<file path="config.mk">
export PLATFORM = sky130hd
export DESIGN_NAME = pid_frame_scheduler
export DESIGN_NICKNAME = d
export VERILOG_FILES = /design/src/rtl/pid_frame_scheduler.sv
export SDC_FILE = /design/constraint.sdc
export NUM_CORES = 1
export LEC_CHECK = 0
export ABC_AREA = 1
export BUFFER_PORTS_ARGS = -buffer_cell sky130_fd_sc_hd__buf_2
export CELL_PAD_IN_SITES_DETAIL_PLACEMENT = 1
export CELL_PAD_IN_SITES_GLOBAL_PLACEMENT = 2
export CORE_UTILIZATION = 32
export CTS_BUF_LIST = sky130_fd_sc_hd__clkbuf_16
export DETAILED_ROUTE_END_ITERATION = 12
export HOLD_SLACK_MARGIN = 0.06
export PLACE_DENSITY = 0.89
export SLEW_MARGIN = 0
export SYNTH_ARGS = -nofsm -noshare
export SYNTH_HDL_FRONTEND = slang
export SYNTH_SLANG_ARGS = --single-unit
</file>
<file path="constraint.sdc">
create_clock -name clk -period 6.8 [get_ports clk]
set_input_delay 0.34 -clock clk [delete_from_list [all_inputs] [get_ports clk]]
set_output_delay 0.34 -clock clk [all_outputs]
set_load 0.01 [all_outputs]
</file>
<file path="src/rtl/pid_frame_scheduler.sv">
// Once per control period, snapshots fdb/ref and issues each enabled channel to the shared PID core in ascending order.
// Optional macro PID_SCHED_TIMEOUT_EN: a channel whose result never arrives is skipped after TIMEOUT WAIT cycles.
module pid_frame_scheduler #(
    parameter int  DATA_WIDTH = 16,
    parameter int  NUM_CHN    = 4,
    parameter int  PERIOD_W   = 16,
    parameter int  TIMEOUT    = 64,
    localparam int CHN_WIDTH  = (NUM_CHN > 1) ? $clog2(NUM_CHN) : 1
) (
    input  logic                          clk,
    input  logic                          rst,
    input  logic                          enable,
    input  logic [PERIOD_W-1:0]           period,
    input  logic [NUM_CHN-1:0]            chn_mask,
    input  logic [NUM_CHN*DATA_WIDTH-1:0] fdb_i,
    input  logic [NUM_CHN*DATA_WIDTH-1:0] ref_i,
    output logic                          data_valid_o,
    output logic [CHN_WIDTH-1:0]          data_chn_o,
    output logic [DATA_WIDTH-1:0]         data_fdb_o,
    output logic [DATA_WIDTH-1:0]         data_ref_o,
    input  logic                          tready_i,
    input  logic                          u_valid_i,
    input  logic [CHN_WIDTH-1:0]          u_chn_i,
    input  logic [DATA_WIDTH-1:0]         u_data_i,
    output logic [NUM_CHN*DATA_WIDTH-1:0] u_bank_o,
    output logic [NUM_CHN-1:0]            u_update_o,
    output logic                          frame_done_o,
    output logic                          busy_o,
    output logic                          overrun_o,
    output logic                          timeout_o
);

    typedef enum logic [1:0] {S_IDLE, S_ISSUE, S_WAIT, S_DONE} state_t;

    state_t                        r_state, w_state_nxt;
    logic [PERIOD_W-1:0]           r_cnt, r_per, w_per_now, w_per_eff;
    logic                          w_tick;
    logic [NUM_CHN-1:0]            r_mask;
    logic [DATA_WIDTH-1:0]         r_snap_fdb [NUM_CHN];
    logic [DATA_WIDTH-1:0]         r_snap_ref [NUM_CHN];
    logic [CHN_WIDTH-1:0]          r_ptr, w_ptr_nxt;
    logic [CHN_WIDTH:0]            w_first, w_next;
    logic                          w_hit, w_tmo;
    logic [DATA_WIDTH-1:0]         w_fdb_sel, w_ref_sel;
    logic                          r_valid, r_done, r_busy, r_ovr, r_tmo;
    logic [CHN_WIDTH-1:0]          r_chn;
    logic [DATA_WIDTH-1:0]         r_fdb, r_ref;
    logic [NUM_CHN*DATA_WIDTH-1:0] r_bank;
    logic [NUM_CHN-1:0]            r_upd;

    // Returns {found, index} of the lowest set mask bit at or above start.
    function automatic logic [CHN_WIDTH:0] find_set(input logic [NUM_CHN-1:0] mask, input int start);
        logic [CHN_WIDTH:0] res;
        res = '0;
        for (int i = NUM_CHN - 1; i >= 0; i--) begin
            if (mask[i] && (i >= start)) res = {1'b1, CHN_WIDTH'(i)};
        end
        return res;
    endfunction

    // The period length is sampled at the start of each count, so a new value only applies after a wrap.
    always_comb begin
        w_per_now = (period == '0) ? PERIOD_W'(1) : period;
        w_per_eff = (r_cnt == '0) ? w_per_now : r_per;
        w_tick    = enable && (r_cnt == w_per_eff - PERIOD_W'(1));
    end

    always_ff @(posedge clk) begin
        if (rst) begin
            r_cnt <= '0;
            r_per <= '0;
        end else if (!enable) begin
            r_cnt <= '0;
        end else begin
            r_per <= w_per_eff;
            r_cnt <= w_tick ? '0 : r_cnt + PERIOD_W'(1);
        end
    end

    assign w_hit = (r_state == S_WAIT) && u_valid_i && (u_chn_i == r_ptr);

`ifdef PID_SCHED_TIMEOUT_EN
    localparam int WCNT_W = (TIMEOUT > 1) ? $clog2(TIMEOUT) : 1;
    logic [WCNT_W-1:0] r_wcnt;

    always_ff @(posedge clk) begin
        if (rst || (r_state != S_WAIT)) r_wcnt <= '0;
        else                            r_wcnt <= r_wcnt + WCNT_W'(1);
    end

    assign w_tmo = (r_state == S_WAIT) && !w_hit && (r_wcnt == WCNT_W'(TIMEOUT - 1));
`else
    assign w_tmo = 1'b0;
`endif

    always_ff @(posedge clk) begin
        if (rst) r_state <= S_IDLE;
        else     r_state <= w_state_nxt;
    end

    always_comb begin
        w_state_nxt = r_state;
        w_ptr_nxt   = r_ptr;
        w_first     = find_set(chn_mask, 0);
        w_next      = find_set(r_mask, int'(r_ptr) + 1);
        case (r_state)
            S_IDLE: begin
                if (w_tick) begin
                    w_ptr_nxt   = w_first[CHN_WIDTH-1:0];
                    w_state_nxt = w_first[CHN_WIDTH] ? S_ISSUE : S_DONE;
                end
            end
            S_ISSUE: if (tready_i) w_state_nxt = S_WAIT;
            S_WAIT: begin
                if (w_hit || w_tmo) begin
                    w_ptr_nxt   = w_next[CHN_WIDTH] ? w_next[CHN_WIDTH-1:0] : r_ptr;
                    w_state_nxt = w_next[CHN_WIDTH] ? S_ISSUE : S_DONE;
                end
            end
            default: w_state_nxt = S_IDLE;
        endcase
        // The first request of a frame comes straight from the inputs being snapshotted this cycle.
        w_fdb_sel = (r_state == S_IDLE) ? fdb_i[w_ptr_nxt*DATA_WIDTH +: DATA_WIDTH] : r_snap_fdb[w_ptr_nxt];
        w_ref_sel = (r_state == S_IDLE) ? ref_i[w_ptr_nxt*DATA_WIDTH +: DATA_WIDTH] : r_snap_ref[w_ptr_nxt];
    end

    always_ff @(posedge clk) begin
        if (rst) begin
            r_mask  <= '0;
            r_ptr   <= '0;
            r_valid <= 1'b0;
            r_chn   <= '0;
            r_fdb   <= '0;
            r_ref   <= '0;
            r_bank  <= '0;
            r_upd   <= '0;
            r_done  <= 1'b0;
            r_busy  <= 1'b0;
            r_ovr   <= 1'b0;
            r_tmo   <= 1'b0;
            for (int i = 0; i < NUM_CHN; i++) begin
                r_snap_fdb[i] <= '0;
                r_snap_ref[i] <= '0;
            end
        end else begin
            if ((r_state == S_IDLE) && w_tick) begin
                r_mask <= chn_mask;
                for (int i = 0; i < NUM_CHN; i++) begin
                    r_snap_fdb[i] <= fdb_i[i*DATA_WIDTH +: DATA_WIDTH];
                    r_snap_ref[i] <= ref_i[i*DATA_WIDTH +: DATA_WIDTH];
                end
            end
            r_ptr   <= w_ptr_nxt;
            r_valid <= (w_state_nxt == S_ISSUE);
            if (w_state_nxt == S_ISSUE) begin
                r_chn <= w_ptr_nxt;
                r_fdb <= w_fdb_sel;
                r_ref <= w_ref_sel;
            end
            r_upd <= '0;
            if (w_hit) begin
                r_bank[r_ptr*DATA_WIDTH +: DATA_WIDTH] <= u_data_i;
                r_upd <= NUM_CHN'(1) << r_ptr;
            end
            r_done <= (r_state == S_DONE);
            r_busy <= (w_state_nxt != S_IDLE);
            if (w_tick && (r_state != S_IDLE)) r_ovr <= 1'b1;
            if (w_tmo) r_tmo <= 1'b1;
        end
    end

    assign data_valid_o = r_valid;
    assign data_chn_o   = r_chn;
    assign data_fdb_o   = r_fdb;
    assign data_ref_o   = r_ref;
    assign u_bank_o     = r_bank;
    assign u_update_o   = r_upd;
    assign frame_done_o = r_done;
    assign busy_o       = r_busy;
    assign overrun_o    = r_ovr;
    assign timeout_o    = r_tmo;

endmodule

</file>
==> results by group <==
STA
  • Final Worst Setup Slack: 1.47 ns
  • Fin crit share: 78.4%
  • Fmax: 188 MHz
  • Post-layout minimum cycle time: 5.33 ns
  • Setup tns final: 0 ns
  • RSZ-0062 raised after global routing: no
  • # setup viols final: 0
  • Skew final: 0.0237 ns
  • Final Hold Vio Count: 0
  • Worst-Margin Slew: 1.24 ns
  • Slew Limit Fails: 0
  • Worst rel slew slack: 17.5%

Global routing
  • GR Overflow Total: 0
  • Largest net degree at the start of global routing: 100
  • Global-route wire length before repair: 80.6 mm
  • GRT Util Overall: 21.6%
  • Vias in the first global route: 14600
  • Initial antenna violation count: 4

Clocking
  • CTS tree: done
  • Root buf cell: clkbuf_16
  • # clock sinks: 274
  • Setup Buffers After CTS: 0
  • H-tree levels: 2
  • Worst-case clock buffer depth: 3
  • CTS Buf Count: 35
  • Skew-Pair Late Insertion Delay: 0.54 ns
  • CTS clk-pin slew, worst paths: 0.06 ns

Power
  • Internal power: 2.96 mW
  • Sequential power share: 44.9%
  • Lkg Pwr: 8.48 nW
  • Switching share of power: 24.9%
  • P_sw: 0.978 mW
  • Clk network pwr share: 47.5%
  • Power share of the combinational group: 7.6%
  • Peak supply drop: 152 uV
  • Power Density: 224 mW/mm2

Finish
  • Fill cells: 5711
  • P&R area growth vs syn: 18.9%
  • FF+latch area: 0.00677 mm2
  • Layout cells sized above 1: 16.8%
  • Fin nets: 2400
  • Multi-input gate area: 0.00599 mm2

Routing
  • Remaining antenna violation count: 0
  • WL/cell: 18.0 um
  • Total Wirelength: 51.3 mm
  • Vias per Instance: 4.97
  • DR vias: 14200
  • TritonRoute pass-1 iters: 5
  • DRT iter0 DRCs: 747
  • Post-route DRC: 0

Logic synthesis
  • Synth area leaders: edfxtp_1 (26%), dfxtp_1 (20%), nand3_1 (13%)
  • Compound-Gate Fraction of Synth Area: 7.69%
  • Post-synthesis sequential area ratio: 45.9%
  • Mux contribution to synthesized area: 0%
  • Synth Cell Area: 0.0147 mm2
  • Avg Synthesized Cell Area: 7.33 um2
  • Cell count after synthesis: 2013
  • Yosys warnings: 0
  • Unique masters post-synth: 41
  • Adder-Cell Fraction of Synth Area: 0.763%
  • Seq cells post-synth: 274
  • Cell taking the most area after synthesis: edfxtp_1
  • Largest family of logic cells by synthesized area: simple AND/OR/NAND/NOR gates
  • XOR/XNOR Fraction of Synth Area: 1.07%
  • Simple-gate area share of the yosys netlist: 30.8%
  • Mapped Nets: 2193
  • Yosys top cell area share: 26.1%

Die
  • Die height: 217 um
  • Initial Util: 32.5%
  • FP Rows: 78
  • Chip Width: 217 um
  • Top Ports: 278
  • Core Region: 0.0454 mm2
  • Area of the die: 0.0470 mm2

Critical path
  • Setup crit start kind: flip-flop
  • Cell Chain, Critical Path: inv_1 > ha_1 > nand2_1 > nor2_4 > nand2_4 > nand2_1 > nand2_1 > inv_1 > ha_1 > nand3_1 > nor2_2 > o21ai_0 > nor2_1 > nand3b_1 > nor2_1 > nand4_1 > nand3_4 > buf_4 > buf_4 > nand3_1 > nand3_1 > nand3_1 > nand2_1 > a21oi_1
  • Critical path capture point type: flip-flop
  • Req. time, crit path: 7.16 ns
  • Critical Path Max Stage Delay: 0.73 ns
  • Slowest CP cell: buf_4
  • Buf+Inv Stages, Crit Path: 4
  • Delay-heaviest family, CP: simple AND/OR/NAND/NOR gates
  • Worst-path fanout max: 72
  • Crit Path Class: reg -> reg
  • CP Data Arrival Time: 5.69 ns

Place
  • PortBufs: 276
  • Final HPWL DP: 34.5 mm
  • Setup WS pre-CTS: 1.52 ns
  • Placer congestion estimate: 0.847

Outcome
  • Status: complete, no violations

Run
  • Max Cap Viol: 0

Min path
  • Hold crit path type: in -> reg
## tightest hold or removal path: stages
cell,delay (ns)
buf_2,0.11
a21oi_1,0.06
nor2_1,0.09
## cell type report
class                   instances  share of cell area (%)
multi-input cells            1255                    34.1
clock buffers                  37                    5.28
well taps                     600                    4.28
repair buffers                295                    8.79
inverters                     359                    7.70
flip-flops and latches        274                    38.6
clock inverters                27                    1.19
diodes                          3                  0.0428
## cells in the mapped netlist
library cell    n
nor3_1         11
a21oi_1        96
buf_1           6
or2_2           2
a31oi_1        17
or3_1          32
and3_1          1
inv_1         355
conb_1          1
o21ai_1         1
xnor2_1         4
a211oi_1       16
inv_2           3
dfxtp_1       146
buf_6          14
a2111oi_0       1
edfxtp_1      128
nand2_1       319
o21a_1          1
nor2_1        229
o21bai_1        2
a22oi_1         1
xor2_1         14
buf_4          19
ha_1            9
nand2_4         1
nor2_4          4
nand2_2         8
o21ai_0        66
o211ai_1        6
nor4_1          2
nor3b_1         3
clkinv_1        1
clkbuf_1       60
nor2_2          8
nand3_2         2
nand3b_1        2
buf_2          26
nand3_1       384
nand4_1        11
o21ai_2         1
## metal layers
layer / share of wire (%) / vias to the layer above / GRT usage [%]
met5: 0.025 / - / 0
met4: 3.4 / 2 / 7.84
met3: 4.5 / 102 / 3.99
met2: 47 / 313 / 35.7
met1: 45 / 6863 / 28.1
li1: - / 6876 / -
## stage by stage
step / area, um2 / std cells / hold WS [ns] / util, % / power [mW]
final: 17500 / 2850 / 0.0945 / 38.7 / 3.93
after global routing: 17500 / 2850 / 0.0987 / 38.7 / 4.07
after CTS: 17500 / 2847 / 0.0679 / 38.6 / 3.98
after detailed placement: 16400 / 2781 / 0.444 / 36.1 / 2.10
after global placement: 16400 / 2781 / 0.442 / 36.1 / 2.09
after floorplan: 14700 / 2013 / 0.430 / - / 1.98
## cell usage in the layout (no fill, tap or decap), types with 2 or more instances in the layout
master / instances
or3_1: 32
xnor2_1: 4
nand4_1: 11
nand3b_1: 2
o21ai_0: 66
ha_1: 9
o21bai_1: 2
nand2_1: 318
nor3b_1: 3
a211oi_1: 16
nor4_1: 2
nand2_4: 3
nor3_1: 11
diode_2: 3
dfxtp_1: 146
bufinv_16: 3
inv_1: 359
buf_2: 276
inv_2: 7
xor2_1: 14
edfxtp_1: 128
dlygate4sd3_1: 2
o211ai_1: 6
nor2_1: 228
clkinv_2: 5
a31oi_1: 17
or2_2: 2
clkbuf_16: 37
nor2_2: 8
clkinv_1: 8
buf_4: 16
nand3_1: 384
nand2_2: 7
nor2_4: 5
a21oi_1: 96
## what timing repair did
action	in CTS	in global routing
hold buffers	2	0
endpoints found under the hold margin	2	0
resized for setup	0	0
## flip-flops by register name, summed over array words and instances (netlist names), 4 cells and up
signal	cells
data_fdb_o	16
data_ref_o	16
r_cnt	16
r_mask	4
r_per	16
r_snap_fdb	64
r_snap_ref	64
u_bank_o	64
u_update_o	4
## path summary, 6_finish.rpt
kind                 from              to  slack (ns)  depth (start not counted)
max reg2reg      r_cnt[0]  data_ref_o[15]        1.47                         24
max              r_cnt[0]  data_ref_o[15]        1.47                         24
min reg2reg  u_bank_o[33]    u_bank_o[33]        0.46                          2
min          u_data_i[15]    u_bank_o[15]        0.09                          3
## power by group through the flow
stage / Sequential (mW) / Combinational, mW / Clock (mW)
2_1_floorplan: 1.80 / 0.173 / 0
3_3_place_gp: 1.80 / 0.292 / 0
3_5_place_dp: 1.80 / 0.298 / 0
4_1_cts: 1.77 / 0.301 / 1.91
5_1_grt: 1.77 / 0.337 / 1.96
6_report: 1.77 / 0.299 / 1.87
## cell families after synthesis
| logic type | count (synthesis) |
|---|---|
| AO/OA/AOI/OAI | 208 |
| AND/OR/NAND/NOR | 1019 |
| adder cells (fa/ha/maj) | 9 |
| flip-flops | 274 |
| buffers and inverters | 484 |
| other | 1 |
| XOR/XNOR | 18 |
Note: power is estimated with default switching activity, not from simulation.
